--- config.mk ---
export PLATFORM = sky130hd
export DESIGN_NAME = bin2bcd_seq
export DESIGN_NICKNAME = d
export VERILOG_FILES = /design/src/rtl/bin2bcd_seq.sv
export SDC_FILE = /design/constraint.sdc
export NUM_CORES = 1
export LEC_CHECK = 0
export BUFFER_PORTS_ARGS = -buffer_cell sky130_fd_sc_hd__buf_2
export CAP_MARGIN = 15
export CORE_ASPECT_RATIO = 0.7
export CORE_UTILIZATION = 57
export DETAILED_ROUTE_END_ITERATION = 10
export MAX_ROUTING_LAYER = met4
export PLACE_DENSITY = 0.79
export SYNTH_ARGS = -nofsm -noshare
export SYNTH_HDL_FRONTEND = slang
export SYNTH_SLANG_ARGS = --single-unit
export TNS_END_PERCENT = 1
--- constraint.sdc ---
create_clock -name clk -period 2.7 [get_ports clk]
set_clock_uncertainty 0.15 [all_clocks]
set_input_delay 0.675 -clock clk [delete_from_list [all_inputs] [get_ports clk]]
set_output_delay 0.675 -clock clk [all_outputs]
set_load 0.005 [all_outputs]
--- src/rtl/bin2bcd_seq.sv ---
`default_nettype none
// ============================================================================
// Module      : bin2bcd_seq
// Description : Sequential double-dabble binary-to-BCD converter, one operand
//               bit per clock. Optional leading-zero blank flags are enabled
//               by defining the macro BCD_BLANK_EN.
// Revision    : 1.0 - initial release
// ============================================================================
module bin2bcd_seq #(
    parameter int W = 8,
    parameter int D = 3
) (
    input  logic           clk,
    input  logic           reset,
    input  logic           start,
    input  logic [W-1:0]   bin,
    output logic           busy,
    output logic           done,
    output logic [4*D-1:0] bcd,
    output logic           ovf
`ifdef BCD_BLANK_EN
    ,
    output logic [D-1:0]   blank
`endif
);

    localparam int              c_cnt_w    = $clog2(W + 1);
    localparam logic [c_cnt_w-1:0] c_cnt_load = c_cnt_w'(W);

    typedef enum logic [1:0] {
        S_IDLE  = 2'd0,
        S_SHIFT = 2'd1,
        S_DONE  = 2'd2
    } state_t;

    state_t               state_q, state_d;
    logic [W-1:0]         shreg_q, shreg_d;
    logic [4*D-1:0]       acc_q,   acc_d;
    logic [c_cnt_w-1:0]   cnt_q,   cnt_d;
    logic                 sticky_q, sticky_d;
    logic [4*D-1:0]       bcd_q,   bcd_d;
    logic                 ovf_q,   ovf_d;
    logic                 busy_q,  busy_d;
    logic                 done_q,  done_d;

    // Add-3 correction applied to each digit before the shift.
    logic [4*D-1:0]       w_adj;
    logic [4*D:0]         w_shifted;

    for (genvar i = 0; i < D; i++) begin : g_adj
        logic [3:0] w_dig;
        assign w_dig              = acc_q[4*i +: 4];
        assign w_adj[4*i +: 4]    = (w_dig >= 4'd5) ? (w_dig + 4'd3) : w_dig;
    end

    // Bit 4*D is the carry out of the top digit; it marks overflow.
    assign w_shifted = {w_adj, shreg_q[W-1]};

`ifdef BCD_BLANK_EN
    logic [D-1:0] blank_q, blank_d;
    logic [D:0]   w_zero_from;
    logic [D-1:0] w_blank_new;

    assign w_zero_from[D] = 1'b1;
    for (genvar i = 0; i < D; i++) begin : g_zero
        assign w_zero_from[i] = w_zero_from[i+1] & (w_shifted[4*i +: 4] == 4'd0);
    end
    // The units digit is never blanked so a zero result still shows "0".
    assign w_blank_new = w_zero_from[D-1:0] & ~(D'(1));
`endif

    always_comb begin
        state_d  = state_q;
        shreg_d  = shreg_q;
        acc_d    = acc_q;
        cnt_d    = cnt_q;
        sticky_d = sticky_q;
        bcd_d    = bcd_q;
        ovf_d    = ovf_q;
`ifdef BCD_BLANK_EN
        blank_d  = blank_q;
`endif
        case (state_q)
            S_IDLE: begin
                if (start) begin
                    state_d  = S_SHIFT;
                    shreg_d  = bin;
                    acc_d    = '0;
                    cnt_d    = c_cnt_load;
                    sticky_d = 1'b0;
                end
            end
            S_SHIFT: begin
                acc_d    = w_shifted[4*D-1:0];
                shreg_d  = shreg_q << 1;
                cnt_d    = cnt_q - 1'b1;
                sticky_d = sticky_q | w_shifted[4*D];
                if (cnt_d == '0) begin
                    state_d = S_DONE;
                    bcd_d   = w_shifted[4*D-1:0];
                    ovf_d   = sticky_d;
`ifdef BCD_BLANK_EN
                    blank_d = w_blank_new;
`endif
                end
            end
            S_DONE: begin
                state_d = S_IDLE;
            end
            default: begin
                state_d = S_IDLE;
            end
        endcase
        busy_d = (state_d == S_SHIFT);
        done_d = (state_d == S_DONE);
    end

    always_ff @(posedge clk or posedge reset) begin
        if (reset) begin
            state_q  <= S_IDLE;
            shreg_q  <= '0;
            acc_q    <= '0;
            cnt_q    <= '0;
            sticky_q <= 1'b0;
            bcd_q    <= '0;
            ovf_q    <= 1'b0;
            busy_q   <= 1'b0;
            done_q   <= 1'b0;
`ifdef BCD_BLANK_EN
            blank_q  <= '1;
`endif
        end else begin
            state_q  <= state_d;
            shreg_q  <= shreg_d;
            acc_q    <= acc_d;
            cnt_q    <= cnt_d;
            sticky_q <= sticky_d;
            bcd_q    <= bcd_d;
            ovf_q    <= ovf_d;
            busy_q   <= busy_d;
            done_q   <= done_d;
`ifdef BCD_BLANK_EN
            blank_q  <= blank_d;
`endif
        end
    end

    assign busy  = busy_q;
    assign done  = done_q;
    assign bcd   = bcd_q;
    assign ovf   = ovf_q;
`ifdef BCD_BLANK_EN
    assign blank = blank_q;
`endif

endmodule
`default_nettype wire

; ---- Yosys cells after proc, flatten, opt, wreduce, memory -nomap -nowiden
; Index checks and enable logic that the tools add are counted.
[classes]
addsub = 4
magnitude_cmp = 3
eq_ne = 4
muxes = 14
n_bitwise = 1
n_reduce_logical = 5
[ops]
columns = op, count
row1 = 12-bit one-hot mux with 2 select lines, 1
row2 = 4-bit two-way mux, 4
row3 = 8-bit one-hot mux with 2 select lines, 1
row4 = 4-bit by 2-bit adder with 4-bit output (second input constant), 3
row5 = 4-bit by 3-bit greater-or-equal comparator with 1-bit output (second input constant), 3
row6 = 12-bit two-way mux, 1
row7 = 8-bit two-way mux, 1
row8 = 4-bit one-hot mux with 2 select lines, 1
row9 = 2-bit by 1-bit equality test with 1-bit output (second input constant), 2
row10 = 4-bit logical NOT, 1
row11 = 2-bit two-way mux, 2
row12 = 2-bit one-hot mux with 2 select lines, 1
row13 = 2-bit AND reduction, 2
row14 = 4-bit by 1-bit subtractor with 4-bit output (second input constant), 1
row15 = 2-bit equality test (second input constant), 1
row16 = 2-bit logical NOT, 1
row17 = 2-bit inequality test (second input constant), 1
row18 = 1-bit one-hot mux with 2 select lines, 1
row19 = 2-bit nonzero test, 1
row20 = 1-bit two-way mux, 1
row21 = 1-bit bitwise OR, 1
[totals]
regBits = 42
in_bits = 11
wordCells = 40

; ---- Logic depth before layout (Yosys ltp)
[depth]
depth_word = 5
ltp_mapped = 7

; ---- Least setup slack after synthesis
; Ideal clock, no wire load.
[synth_timing]
kind = flip-flop to flip-flop
from = reg cnt_q[0]
to = reg bcd_q[0] (netlist: bcd[0])
setup_time_ps = 125
t_arrival_ps = 1718
required_time_ps = 2425
slack_ps = 707
stages_incl_launch_ff = 8
cell_sequence = dfrtp_1 > inv_1 > ha_1 > nor2_1 > nand4_1 > o21ai_4 > buf_8 > mux2_4
[synth_between]
elab_chain_len = 3
[synth_lines]
columns = element, line_no
row1 = "start, declared", 39  ; logic [c_cnt_w-1:0] cnt_q, cnt_d;
row2 = "start signal, assigned", 136  ; cnt_q <= cnt_d;
row3 = 4-bit by 1-bit subtractor with 4-bit output, 96  ; cnt_d = cnt_q - 1'b1;
row4 = 4-bit logical NOT, 98  ; if (cnt_d == '0) begin
row5 = 2-bit AND reduction (no line), n/a
row6 = "end signal, assigned", 125  ; bcd_q <= '0;
row7 = "end signal, assigned", 138  ; bcd_q <= bcd_d;
row8 = "end, declared", 41  ; logic [4*D-1:0] bcd_q, bcd_d;
; No other way between the ends.
; A chain may end at the register's enable or synchronous reset.

; ---- Worst setup path in the final report
; Ends and elaborated chain as after synthesis.

==> results.toml <==
[status]
status = "finished clean"

[grt]
grt_pass1_wl_mm = 6.79
grt_pass1_vias = 1481
gr-usage-all-layers = 0.252
overflow = 0
grt_antenna_before_repair = 0
grt_max_degree = 43

[sta]
worst_slew_pin_slew_ns = 0.514
drv_slew = 0
maxSlewHeadroom = 0.657
min_period_over_period = 0.862
timing.hold.ws_ns = 0.342
fmaxAchievable_mhz = 429
finalSetupViolations = 0
min_period_ns = 2.33
tns_ns = 0
rsz0062_at_grt = "no"
setup_slack_ns = 0.372
hold_violations = 0

[routing]
vias = 1521
drtIter0Drc = 131
ant_nets = 0
wire_per_inst_um = 14.7
drc = 0
first_pass_iters = 4
viasPerCell = 5.57
routed_wl_mm = 4.03

[synth]
syn_inst = 195
ys_ff_latch = 42
ys_dominant_reg_cell = "dfrtp_1"
avgSynthCellArea_um2 = 10.7
postSynth.asyncResetShare = 1.00
synth_edf_count = 0
yosysSeqAreaShare = 0.504
synth_cell_types = 35
synth_fp_nets = 214
synth_area_leaders = "dfrtp_1, o21ai_0, ha_1"
ys_warn_count = 0
yosysTopAreaCell = "dfrtp_1"
synth_top_area_share = 0.504
syn_area_mm2 = 0.00209

[clock_network]
ctsResizeCount = 0
root_buffer = "clkbuf_8"
clkTransAtPathRegs_ns = 0.08
cts_made_buffers = 5
cts_tree = "yes"
htree_levels = 2
postCtsSetupRepairBufs = 0
clk_latency_ns = 0.30
cts_num_sinks = 42
ctsHoldBuffers = 0
cts_buffer_depth = 2

[floorplanning]
start_util = 0.629
io_pins = 26
die_height_um = 52.6
coreArea_mm2 = 0.00332
fp-row-count = 17
die_x_um = 74.3
die_area_mm2 = 0.00391

[placement]
dp_hpwl_mm = 2.84
placed_area_mm2 = 0.00227
finalWeightedCongestion = 0.799
io_buffer_count = 25
dp_slack_ns = 0.374
place_inst = 266

[job]
cap_violations = 0

[layout]
syn_to_final_growth_pct = 12.6
final_util = 0.708
fin_area_mm2 = 0.00235
mostFrequentLayoutCells = "dfrtp_1, o21ai_0, buf_2"
insertedDiodeCount = 0
fin_cells = 273
nets = 245
final_common_cell = "dfrtp_1"
drive_gt1_frac = 0.230

[worst_setup_path]
crit_arrival_ns = 2.36
critPathKind = "register to register"
worstSetupStartpointType = "register"
worst_setup_path_end_kind = "register"
cp_max_fo = 9
worstPathRequired_ns = 2.74

[power]
total_power_mw = 2.89
peakVddDrop_mv = 0.601
leakage_nw = 1.11
power_density_mw_per_mm2 = 1230

[worst_hold_path]
hold_path.class = "register to register"
-- worst max-delay path: stages (launching register included) --
cell     delay, ns
dfrtp_1       0.45
inv_1         0.07
ha_1          0.23
nor2_1        0.28
a21oi_4       0.12
o21ai_4       0.36
buf_4         0.25
mux2_4        0.31
-- synthesized netlist by cell type, drive strengths merged, types with 2 or more instances --
library cell	instances
o21ai	28
a22oi	7
mux2	11
nor2b	4
nor3b	3
and2	2
nand2b	4
nor2	6
nor3	4
a31oi	2
a22o	6
ha	8
nand2	21
buf	3
inv	13
xnor2	3
a21oi	9
dfrtp	42
clkbuf	4
mux2i	5
nand3b	2
-- per-layer routing --
metal	track usage	vias to the layer above	wire (um)
met2	0.388	46	1860
met3	0.0712	9	212
met4	0.126	0	84
met5	-	-	0
met1	0.307	729	1870
li1	-	737	-
-- cell type report --
cell class / instances / area (um^2)
multi-input cells: 133 / 943
repair buffers: 31 / 170
well taps: 47 / 58.8
clock buffers: 7 / 76.3
flip-flops and latches: 42 / 1050
inverters: 13 / 48.8
fillers: 248 / 970
-- kinds of logic after synthesis --
logic type | count (synthesis) | share of synthesized area
compound gates | 56 | 0.173
mux | 16 | 0.0942
buf+inv | 20 | 0.0438
simple gates | 50 | 0.124
flops | 42 | 0.504
xor+xnor | 3 | 0.0126
fa+ha+maj | 8 | 0.0480
-- state kept, by name, summed over array words and instances (netlist names) --
name,cells
cnt_q,4
done,1
busy,1
ovf,1
state_q,2
acc_q,12
sticky_q,1
shreg_q,8
bcd,12
-- worst paths after layout --
kind / cells past startpoint / start / to / slack [ns]
worst max-delay path: 7 / cnt_q[0] / bcd[0] / 0.37
worst min-delay path: 2 / shreg_q[5] / shreg_q[5] / 0.34
worst max register to register: 7 / cnt_q[0] / bcd[0] / 0.37
worst min register to register: 2 / shreg_q[5] / shreg_q[5] / 0.34
max in group asynchronous: 3 / reset / cnt_q[0] / 1.69
min in group asynchronous: 3 / reset / acc_q[0] / 0.35
-- power breakdown --
group,internal [mW],switching (mW),total (mW)
Sequential,0.912,0.227,1.14
Combinational,0.659,0.706,1.36
Clock,0.178,0.206,0.384
(Power assumes the default switching activity.)
